[config.mk]
export PLATFORM = sky130hd
export DESIGN_NAME = dmem_arbiter
export DESIGN_NICKNAME = d
export VERILOG_FILES = /design/src/rtl/dmem_arb_pkg.sv /design/src/rtl/rr_pick2.sv /design/src/rtl/dmem_arbiter.sv
export SDC_FILE = /design/constraint.sdc
export NUM_CORES = 1
export LEC_CHECK = 0
export CORE_MARGIN = 2
export CORE_UTILIZATION = 30
export CTS_BUF_LIST = sky130_fd_sc_hd__clkbuf_4 sky130_fd_sc_hd__clkbuf_8
export DETAILED_ROUTE_END_ITERATION = 16
export PLACE_DENSITY = 0.79
export SLEW_MARGIN = 25
export SYNTH_ARGS = -nofsm -noshare
export SYNTH_HDL_FRONTEND = slang
export SYNTH_HIERARCHICAL = 1
export SYNTH_SLANG_ARGS = --single-unit
[constraint.sdc]
create_clock -name clk -period 3.7 [get_ports clk]
set_clock_uncertainty 0.1 [all_clocks]
set_input_delay 0.37 -clock clk [delete_from_list [all_inputs] [get_ports clk]]
set_output_delay 0.37 -clock clk [all_outputs]
set_load 0.01 [all_outputs]
[src/rtl/dmem_arb_pkg.sv]
// Shared types and constants for the data-memory arbiter.
package dmem_arb_pkg;

  // Arbiter ownership state: free, or locked to one port.
  typedef enum logic [1:0] {
    IDLE = 2'd0,
    OWN0 = 2'd1,
    OWN1 = 2'd2
  } arb_state_t;

  localparam int unsigned P_CPU         = 0;
  localparam int unsigned P_DMA         = 1;
  localparam int unsigned MAX_BURST_DEF = 4;
  localparam int unsigned BCNT_W        = 4;
  localparam int unsigned GCNT_W        = 16;

endpackage : dmem_arb_pkg

[src/rtl/rr_pick2.sv]
// Combinational 2-way round-robin picker: one-hot grant, prio wins ties.
module rr_pick2 (
  input  logic [1:0] req,
  input  logic       prio,
  output logic [1:0] gnt
);

  // Single requester wins outright; on a tie the prio port wins.
  always_comb begin
    gnt = 2'b00;
    case (req)
      2'b01:   gnt = 2'b01;
      2'b10:   gnt = 2'b10;
      2'b11:   gnt = prio ? 2'b10 : 2'b01;
      default: gnt = 2'b00;
    endcase
  end

endmodule : rr_pick2

[src/rtl/dmem_arbiter.sv]
// Two-port arbiter for the single-port data memory (port 0 = CPU,
// port 1 = DMA/debug). Round-robin with bounded burst lock; grant and
// memory mux are combinational, load data is registered per port.
// Optional grant statistics enabled by defining ARB_STATS_EN.
module dmem_arbiter
  import dmem_arb_pkg::*;
#(
  parameter int unsigned AW        = 16,
  parameter int unsigned DW        = 16,
  parameter int unsigned MAX_BURST = MAX_BURST_DEF
) (
  input  logic          clk,
  input  logic          reset,
  input  logic          req0,
  input  logic          we0,
  input  logic          lock0,
  input  logic [AW-1:0] addr0,
  input  logic [DW-1:0] wdata0,
  output logic          gnt0,
  output logic          rvalid0,
  output logic [DW-1:0] rdata0,
  input  logic          req1,
  input  logic          we1,
  input  logic          lock1,
  input  logic [AW-1:0] addr1,
  input  logic [DW-1:0] wdata1,
  output logic          gnt1,
  output logic          rvalid1,
  output logic [DW-1:0] rdata1,
  output logic          mem_we,
  output logic [AW-1:0] mem_a,
  output logic [DW-1:0] mem_wd,
  input  logic [DW-1:0] mem_rd
`ifdef ARB_STATS_EN
  ,
  output logic [GCNT_W-1:0] gcnt0,
  output logic [GCNT_W-1:0] gcnt1,
  output logic              contention
`endif
);

  // A burst of one grant is no burst at all: lock never takes effect.
  localparam logic LOCK_OK = (MAX_BURST > 1);
  localparam logic [BCNT_W-1:0] BURST_LIM = BCNT_W'(MAX_BURST);

  arb_state_t        state_q, state_d;
  logic              prio_q, prio_d;
  logic [BCNT_W-1:0] bcnt_q, bcnt_d;
  logic [1:0]        pick_gnt;
  logic [1:0]        gnt_c;
  logic              load0_c, load1_c;

  rr_pick2 u_pick (
    .req  ({req1, req0}),
    .prio (prio_q),
    .gnt  (pick_gnt)
  );

  // Grant decision and next ownership / priority / burst count.
  always_comb begin
    state_d = state_q;
    prio_d  = prio_q;
    bcnt_d  = bcnt_q;
    gnt_c   = 2'b00;
    case (state_q)
      IDLE: begin
        gnt_c  = pick_gnt;
        bcnt_d = '0;
        if (gnt_c[P_CPU]) begin
          prio_d = 1'b1;
          if (lock0 && LOCK_OK) begin
            state_d = OWN0;
            bcnt_d  = BCNT_W'(1);
          end
        end else if (gnt_c[P_DMA]) begin
          prio_d = 1'b0;
          if (lock1 && LOCK_OK) begin
            state_d = OWN1;
            bcnt_d  = BCNT_W'(1);
          end
        end
      end
      OWN0: begin
        if (req0) begin
          gnt_c  = 2'b01;
          bcnt_d = bcnt_q + BCNT_W'(1);
          if (!lock0 || (bcnt_d == BURST_LIM)) begin
            state_d = IDLE;
          end
        end else begin
          state_d = IDLE;
        end
      end
      OWN1: begin
        if (req1) begin
          gnt_c  = 2'b10;
          bcnt_d = bcnt_q + BCNT_W'(1);
          if (!lock1 || (bcnt_d == BURST_LIM)) begin
            state_d = IDLE;
          end
        end else begin
          state_d = IDLE;
        end
      end
      default: begin
        state_d = IDLE;
      end
    endcase
    if (reset) begin
      gnt_c = 2'b00;
    end
  end

  // Arbitration state register.
  always_ff @(posedge clk) begin
    if (reset) begin
      state_q <= IDLE;
      prio_q  <= 1'b0;
      bcnt_q  <= '0;
    end else begin
      state_q <= state_d;
      prio_q  <= prio_d;
      bcnt_q  <= bcnt_d;
    end
  end

  assign gnt0    = gnt_c[P_CPU];
  assign gnt1    = gnt_c[P_DMA];
  assign load0_c = gnt_c[P_CPU] & ~we0;
  assign load1_c = gnt_c[P_DMA] & ~we1;

  // Memory mux: granted port drives the memory, port 0 when idle.
  always_comb begin
    mem_a  = addr0;
    mem_wd = wdata0;
    mem_we = gnt_c[P_CPU] & we0;
    if (gnt_c[P_DMA]) begin
      mem_a  = addr1;
      mem_wd = wdata1;
      mem_we = we1;
    end
  end

  // Load data capture: one-cycle rvalid, rdata held until next load.
  always_ff @(posedge clk) begin
    if (reset) begin
      rvalid0 <= 1'b0;
      rvalid1 <= 1'b0;
      rdata0  <= '0;
      rdata1  <= '0;
    end else begin
      rvalid0 <= load0_c;
      rvalid1 <= load1_c;
      if (load0_c) begin
        rdata0 <= mem_rd;
      end
      if (load1_c) begin
        rdata1 <= mem_rd;
      end
    end
  end

`ifdef ARB_STATS_EN
  // Saturating per-port grant counters.
  always_ff @(posedge clk) begin
    if (reset) begin
      gcnt0 <= '0;
      gcnt1 <= '0;
    end else begin
      if (gnt_c[P_CPU] && (gcnt0 != '1)) begin
        gcnt0 <= gcnt0 + GCNT_W'(1);
      end
      if (gnt_c[P_DMA] && (gcnt1 != '1)) begin
        gcnt1 <= gcnt1 + GCNT_W'(1);
      end
    end
  end

  // Both ports asking while exactly one of them is served.
  assign contention = req0 & req1 & (gnt_c[P_CPU] ^ gnt_c[P_DMA]);
`endif

endmodule : dmem_arbiter

# ---- Word-level counts from Yosys, hierarchy flattened
# Cells that the tools add are included.
dict set report word_totals {
  regBits 41
  out_inout_bits 69
}
dict set report classes {
  n_addsub 1
  n_eq_ne 13
  muxes 27
  bitwise 5
  reduce_logical 10
}
# cell n
set op_table {}
lappend op_table {{16-bit 2-to-1 mux} 2}
lappend op_table {{2-bit 2-to-1 mux} 11}
lappend op_table {{2-bit case mux with 3 select lines} 3}
lappend op_table {{3-bit inequality test (second input constant)} 5}
lappend op_table {{4-bit 2-to-1 mux} 3}
lappend op_table {{4-bit case mux with 3 select lines} 1}
lappend op_table {{1-bit 2-to-1 mux} 7}
lappend op_table {{2-bit equality test (second input constant)} 3}
lappend op_table {{5-bit AND reduction} 1}
lappend op_table {{4-bit by 1-bit adder with 4-bit output (second input constant)} 1}
lappend op_table {{2-bit by 1-bit equality test with 1-bit output (second input constant)} 2}
lappend op_table {{4-bit by 3-bit equality test with 1-bit output (second input constant)} 1}
lappend op_table {{2-bit inequality test (second input constant)} 2}
lappend op_table {{1-bit bitwise AND} 3}
lappend op_table {{3-bit AND reduction} 1}
lappend op_table {{3-bit nonzero test} 1}
lappend op_table {{1-bit zero test} 2}
lappend op_table {{2-bit zero test} 1}
lappend op_table {{1-bit logical OR} 2}
lappend op_table {{1-bit NOT} 2}
lappend op_table {{2-bit AND reduction} 1}
lappend op_table {{2-bit nonzero test} 1}

# ---- Depth between registers and ports, before layout
dict set report logic_depth {
  word_depth 6
  ltp_mapped 8
}

# ---- Modules after synthesis
# Netlist, hierarchy kept.
# mod n_inst cells_each area_each_um2 seq_area_each_um2
set by_module_without_submodules {}
lappend by_module_without_submodules {dmem_arbiter 1 206 2095.8 820.8}
lappend by_module_without_submodules {rr_pick2 1 3 18.8 0.0}

# ---- Worst setup path before layout
# Ideal clock, no wire load.
dict set report synth_path {
  path_type {reg-to-output}
  start {register state_q[0]}
  end {output port mem_a[10]}
  arrival_time_ns 1.754
  path_slack_ns 1.476
  path_stages_with_launch 7
  cell_sequence {dfxtp_1 -> inv_1 -> ha_1 -> a22oi_1 -> nor3_2 -> buf_2 -> mux2_2}
}
dict set report synth_between {
  elab_chain_cells 4
}
# item line_no
set synth_lines {}
lappend synth_lines {{start, declared} dmem_arbiter.sv:46} ;# arb_state_t state_q, state_d;
lappend synth_lines {{start signal, assigned} dmem_arbiter.sv:121} ;# state_q <= state_d;
lappend synth_lines {{2-bit equality test, or another cell as far along} dmem_arbiter.sv:65} ;# case (state_q)
lappend synth_lines {{2-bit case mux with 3 select lines (*)} dmem_arbiter.sv:65}
lappend synth_lines {{2-bit 2-to-1 mux (*)} dmem_arbiter.sv:109} ;# if (reset) begin
lappend synth_lines {{via gnt1} dmem_arbiter.sv:27} ;# output logic gnt1,
lappend synth_lines {{16-bit 2-to-1 mux (*)} dmem_arbiter.sv:137} ;# if (gnt_c[P_DMA]) begin
lappend synth_lines {{end, declared} dmem_arbiter.sv:31} ;# output logic [AW-1:0] mem_a,
# Mark *: on every way through the listed nets, which the timed path passes. The rest lies on a longest branch.

# ---- Worst setup path in the final report
dict set report layout_path {
  start {input port req1}
  end {output port mem_a[7]}
}
dict set report layout_between {
  elab_chain_cells 5
}
# item line_no
set layout_lines {}
lappend layout_lines {{start, declared} dmem_arbiter.sv:22} ;# input logic req1,
lappend layout_lines {{2-bit equality test / 2-bit by 1-bit equality test with 1-bit output (equally long branches)} rr_pick2.sv:11} ;# case (req)
lappend layout_lines {{2-bit case mux with 3 select lines (*)} rr_pick2.sv:11}
lappend layout_lines {{via pick_gnt[1]} dmem_arbiter.sv:49} ;# logic [1:0] pick_gnt;
lappend layout_lines {{2-bit case mux with 3 select lines (*)} dmem_arbiter.sv:65}
lappend layout_lines {{2-bit 2-to-1 mux (*)} dmem_arbiter.sv:109}
lappend layout_lines {{16-bit 2-to-1 mux (*)} dmem_arbiter.sv:137}
# Marks and branches as above.

==> impl_metrics.env <==
export IMPL_outcome="finished, final reports clean"
export IMPL_drt_iter0_markers=58
export IMPL_p_per_area_nw_per_um2=292
export IMPL_routed_via_count=2096
export IMPL_cts_buffer_depth=2
export IMPL_crit_start="req1"
export IMPL_cts_buffers=5
export IMPL_die_width_um=88.0
export IMPL_crit_required_ps=3230
export IMPL_post_cts_buffers=0
export IMPL_grt_pass1_wl_mm=10.2
export IMPL_cp_arrival_ps=2670
export IMPL_synth_top_family_by_area="multiplexers"
export IMPL_rsz0062_at_grt="no"
export IMPL_whs_ps=391
export IMPL_period_minus_slack_ps=3140
export IMPL_synth_area_um2=2110
export IMPL_final_cell_mix="clkdlybuf4s50_1 (156), dfxtp_1 (41), nor2_1 (34)"
export IMPL_drt_pass1_iter_count=4
export IMPL_endpoint_kind="primary output"
export IMPL_yosysWarnings=6
export IMPL_worst_slew_pin_slew_ps=877
export IMPL_die_height_um=88.0
export IMPL_max_slew_margin_pct=40.8
export IMPL_cp_max_fo=35
export IMPL_hold_start="prio_q"
export IMPL_netlist_instances=209
export IMPL_synth_seq_cells=41
export IMPL_grt_antenna_before_repair=0
export IMPL_rr_startpoint="state_q[0]"
export IMPL_start_util_pct=31.1
export IMPL_clkTransAtPathRegs_ps=70
export IMPL_final_setup_tns_ps=0
export IMPL_boundaryPins=157
export IMPL_fmax_mhz=319
export IMPL_synth_nets=303
export IMPL_diodes=0
export IMPL_routed_wl_mm=6.94
export IMPL_wl_per_cell_um=15.0
export IMPL_syn2layout_area_growth_pct=83.7
export IMPL_cts_tree="done"
export IMPL_peakVddDrop_mv=0.230
export IMPL_ctsHtreeMaxLevel=2
export IMPL_mostFrequentLayoutCell="clkdlybuf4s50_1"
export IMPL_cts_resized=0
export IMPL_viasPerCell=4.54
export IMPL_regArea_um2=821
export IMPL_yosys_area_share_simple_pct=14.0
export IMPL_layout_drive_gt1_share_pct=13.7
export IMPL_cap_violations=0
export IMPL_hold_buffers=0
export IMPL_ctsRootBufferMaster="clkbuf_8"
export IMPL_overflow=0
export IMPL_die_area_um2=7740
export IMPL_drc=0
export IMPL_synth_edf_count=0
export IMPL_fin_nets=460
export IMPL_synth_cell_types=35
export IMPL_start_kind="input port"
export IMPL_rows=30
export IMPL_synth_mux_area_fraction_pct=32.2
export IMPL_grt_pass1_vias=2055
export IMPL_io_buffers=156
export IMPL_place_hpwl_mm=5.48
export IMPL_hold_viol_final=0
export IMPL_fp_coreArea_um2=6790
export IMPL_crit_type="in -> out"
export IMPL_clk_latency_ps=280
export IMPL_place_congestion=0.733
export IMPL_nFillCells=618
export IMPL_synth_xor_area_share_pct=0
export IMPL_avgSynthCellArea_um2=10.1
export IMPL_p_leak_nw=1.39
export IMPL_ant_nets=0
export IMPL_hp_class="reg -> reg"
export IMPL_finalSetupViolCount=0
export IMPL_grt_max_degree=36
export IMPL_synth_flop_cell="dfxtp_1"
export IMPL_synth_adder_area_share_pct=3.55
export IMPL_ys_async_sr_fraction_pct=0
export IMPL_cts_sinks=41
export IMPL_finalCritPeriodShare_pct=84.8
export IMPL_multi_input_comb_area_um2=1240
export IMPL_ys_seq_area_share_pct=38.8
export IMPL_synth_compound_area_share_pct=8.17
export IMPL_drv_slew=0
export IMPL_grt_usage_pct=16.6
cell families (layout without fill, tap and decap cells):
kind of cell             Yosys count  count (layout)
multiplexers                      64              64
AND/OR/NAND/NOR                   62              62
flip-flops                        41              41
AO/OA/AOI/OAI                     22              22
buffers and inverters             14             171
adder cells (fa/ha/maj)            6               6
layout make-up:
cell class	count	area share, %
repair buffers	161	41.5
multi-input cells	154	31.8
flip-flops and latches	41	21.1
well taps	96	3.09
clock buffers	6	1.96
inverters	3	0.290
clock inverters	1	0.225
state kept, by name, indices dropped and copies added, names as in the netlist:
signal and count:
bcnt_q 4, rvalid0 1, rdata1 16, rvalid1 1, state_q 2, prio_q 1
rdata0 16
where the power goes:
part	switching [W]	internal [W]	leakage, nW
Sequential	0.0000128	0.000460	0.333
Clock	0.000143	0.000138	0.0447
Combinational	0.000141	0.000239	1.01
Total	0.000297	0.000837	1.39
metrics by stage:
step	std cells	power, W	cell area [µm²]	setup WS, ps	utilization [%]
final	462	0.00113	3880	562	57.2
after global routing	462	0.00120	3880	297	57.2
after CTS	462	0.00115	3880	580	57.2
after detailed placement	455	0.000865	3800	592	55.9
after global placement	455	0.000857	3800	646	55.9
after floorplan	209	0.000641	2110	1480	-
critical path: stages:
cell	delay, ps
clkdlybuf4s50_1	540
a21boi_1	270
a22oi_1	190
nor3_4	190
buf_12	240
mux2_2	360
clkdlybuf4s50_1	490
synth_stat cells, types with 2 or more instances:
master | count | area, µm²
buf_2 | 5 | 25.0
mux2_2 | 32 | 360
nand2_1 | 7 | 26.3
a21boi_0 | 2 | 15.0
nand3b_1 | 2 | 15.0
inv_1 | 3 | 11.3
or3_1 | 2 | 12.5
o32ai_1 | 2 | 17.5
nand3_1 | 5 | 25.0
ha_1 | 6 | 75.1
nand2b_1 | 3 | 18.8
o21ai_0 | 3 | 15.0
mux2i_1 | 32 | 320
and3b_1 | 2 | 17.5
a21oi_1 | 5 | 25.0
clkbuf_1 | 5 | 18.8
nor2_1 | 34 | 128
dfxtp_1 | 41 | 821
a22oi_1 | 2 | 15.0
routing by layer:
| layer | vias to the layer above | global-route usage, % | wire length (µm) |
|---|---|---|---|
| met5 | - | 0 | 0 |
| met4 | 0 | 2.52 | 40 |
| met3 | 4 | 5.28 | 401 |
| met2 | 55 | 27.5 | 3590 |
| met1 | 986 | 21.5 | 2910 |
| li1 | 1051 | - | - |
path summary, 6_finish.rpt:
path	cells past startpoint	endpoint	slack [ps]
worst min-delay path	2	prio_q	390
worst min register to register	2	prio_q	390
worst max-delay path	7	mem_a[7]	560
worst max register to register	5	bcnt_q[3]	1610
Note: power is estimated with default switching activity, not from simulation.
==> edit: new RTL, same settings <==
`BCNT_W`: 4 -> 5.
--- a/src/rtl/dmem_arb_pkg.sv
+++ b/src/rtl/dmem_arb_pkg.sv
@@ -13,3 +13,3 @@
   localparam int unsigned MAX_BURST_DEF = 4;
-  localparam int unsigned BCNT_W        = 4;
+  localparam int unsigned BCNT_W        = 5;
   localparam int unsigned GCNT_W        = 16;
Function: no difference found for any inputs over 10 cycles, from zero or initial values and one cycle with reset high; that may be too few to reach the edited logic, so the function may still have changed.
==> edit against the original RTL <==
Register-to-register slack better by 50 ps; routed wire length down 1.4%; synthesized area up 0.53%; final area up 0.87%; die area up 0.51%; worst setup slack better by 28 ps; total power up 22%; sequential cell count up 1; highest routed layer unchanged.
==> edit: results (changes against the original RTL) <==
| Item | Value | Unit | vs unedited |
|:---|:---|:---|:---|
| Global-route wire length before repair | 10000 | um | was 10,200 um |
| Clock latency on the worst-skew pair | 300 | ps | was 280 ps |
| Total number of H-tree levels | 2 | - | unchanged |
| Reg power frac | 0.360 | - | was 0.417 |
| Max-Slew Margin vs Limit | 0.582 | - | was 0.408 |
| Regs by FF count | rdata0 x16, rdata1 x16, bcnt_q x5 | - | was rdata0 x16, rdata1 x16, bcnt_q x4 |
| Worst supply voltage drop on vdd | 0.284 | mV | was 0.230 mV |
| Share of post-route cells with drive strength above 1 | 0.121 | - | was 0.137 |
| Mux share of post-synthesis cell area | 0.320 | - | was 0.322 |
| Signal arrival time at the worst endpoint | 2640 | ps | was 2670 ps |
| Fin cells | 467 | - | was 462 |
| Pin count of the biggest net entering global routing | 36 | - | unchanged |
| Number of global-route vias before repair | 2,131 | - | was 2,055 |
| Leakage power of the design | 0.00139 | uW | about the same |
| Distinct cell type count after synthesis | 36 | - | was 35 |
| Vias per cell | 4.64 | - | was 4.54 |
| Number of instances in the synthesized netlist | 214 | - | was 209 |
| Post-synth net total | 307 | - | was 303 |
| Net count of the finished layout | 463 | - | was 460 |
| Final RePlAce weighted congestion | 0.820 | - | was 0.733 |
| Wirelength, routed | 6840 | um | was 6940 um |
| Antenna diode count | 0 | - | unchanged |
| Sequential area share after synthesis | 0.396 | - | was 0.388 |
| Detailed Place HPWL | 5380 | um | was 5480 um |
| Initial DRC Count | 79 | - | was 58 |
| Number of buffers inserted during clock tree synthesis | 5 | - | unchanged |
| Global-route usage over all layers | 0.165 | - | was 0.166 |
| Status | finished, final reports clean | - | unchanged |
| Most area-consuming cells after synthesis | sky130_fd_sc_hd__dfxtp_1 (40%), sky130_fd_sc_hd__mux2i_1 (15%), sky130_fd_sc_hd__mux2_2 (14%), sky130_fd_sc_hd__nor2_1 (6.2%), sky130_fd_sc_hd__mux2_1 (3.2%) | - | was sky130_fd_sc_hd__dfxtp_1 (39%), sky130_fd_sc_hd__mux2_2 (17%), sky130_fd_sc_hd__mux2i_1 (15%), sky130_fd_sc_hd__nor2_1 (6.0%), sky130_fd_sc_hd__ha_1 (3.6%) |
| Internal power summed over all cells | 995 | uW | was 837 uW |
| Commonest cells in the synthesized netlist | sky130_fd_sc_hd__dfxtp_1 (42), sky130_fd_sc_hd__nor2_1 (35), sky130_fd_sc_hd__mux2i_1 (32) | - | was sky130_fd_sc_hd__dfxtp_1 (41), sky130_fd_sc_hd__nor2_1 (34), sky130_fd_sc_hd__mux2_2 (32), sky130_fd_sc_hd__mux2i_1 (32), sky130_fd_sc_hd__nand2_1 (7) |
| Combinational-cell power consumption | 515 | uW | was 380 uW |
| Adder and majority cell fraction of the synthesized area | 0.0294 | - | was 0.0355 |
| Synthesized-area fraction occupied by ao, oa, aoi and oai cells | 0.0689 | - | was 0.0817 |
edit: cell count changes after synthesis, sizes merged, moves of 2 or more:
cell    delta
nand2b     -3
nor3       +2
nand3      +2
a21oi      +2
and3b      -2
o32ai      -2
nor2b      +2
o21ai      +3
edit: area by class of cell:
type / instances / area (um^2)
clock inverters: 2 / 37.5
well taps: 96 / 120
repair buffers: 161 / 1610
multi-input cells: 157 / 1220
fillers: 615 / 2910
clock buffers: 6 / 76.3
inverters: 3 / 11.3
flip-flops and latches: 42 / 841
edit: logic make-up (layout without fill, tap and decap cells):
logic type | Yosys count | after routing
compound gates | 21 | 21
fa+ha+maj | 5 | 5
buf+inv | 15 | 172
flops | 42 | 42
mux | 64 | 64
simple gates | 67 | 67
edit: per-layer routing:
layer  track usage  part of all wire
met1         0.163              0.36
met2         0.316              0.52
met3        0.0566             0.098
met4        0.0565             0.020
met5             0                 0
edit: tightest hold or removal path, stage by stage (launching register included):
cell and delay, ps:
sky130_fd_sc_hd__dfxtp_1 320, sky130_fd_sc_hd__nand2_1 60, sky130_fd_sc_hd__a21oi_1 60
edit: path summary, 6_finish.rpt:
kind | from | to | slack [ps] | depth (start not counted)
worst max-delay path | req1 | mem_wd[2] | 590 | 7
worst min-delay path | prio_q | prio_q | 380 | 2
worst max register to register | state_q[0] | rdata0[6] | 1660 | 7
worst min register to register | prio_q | prio_q | 380 | 2
edit: metrics by stage:
step / utilization / setup slack [ps] / total power, uW / cell area [um^2] / hold slack, ps
floorplan: - / 1480 / 755 / 2130 / 346
finish: 0.574 / 590 / 1390 / 3920 / 385
global placement: 0.557 / 621 / 1020 / 3800 / 363
detailed placement: 0.557 / 576 / 1030 / 3800 / 373
CTS: 0.574 / 573 / 1400 / 3920 / 384
global route: 0.574 / 360 / 1460 / 3920 / 413
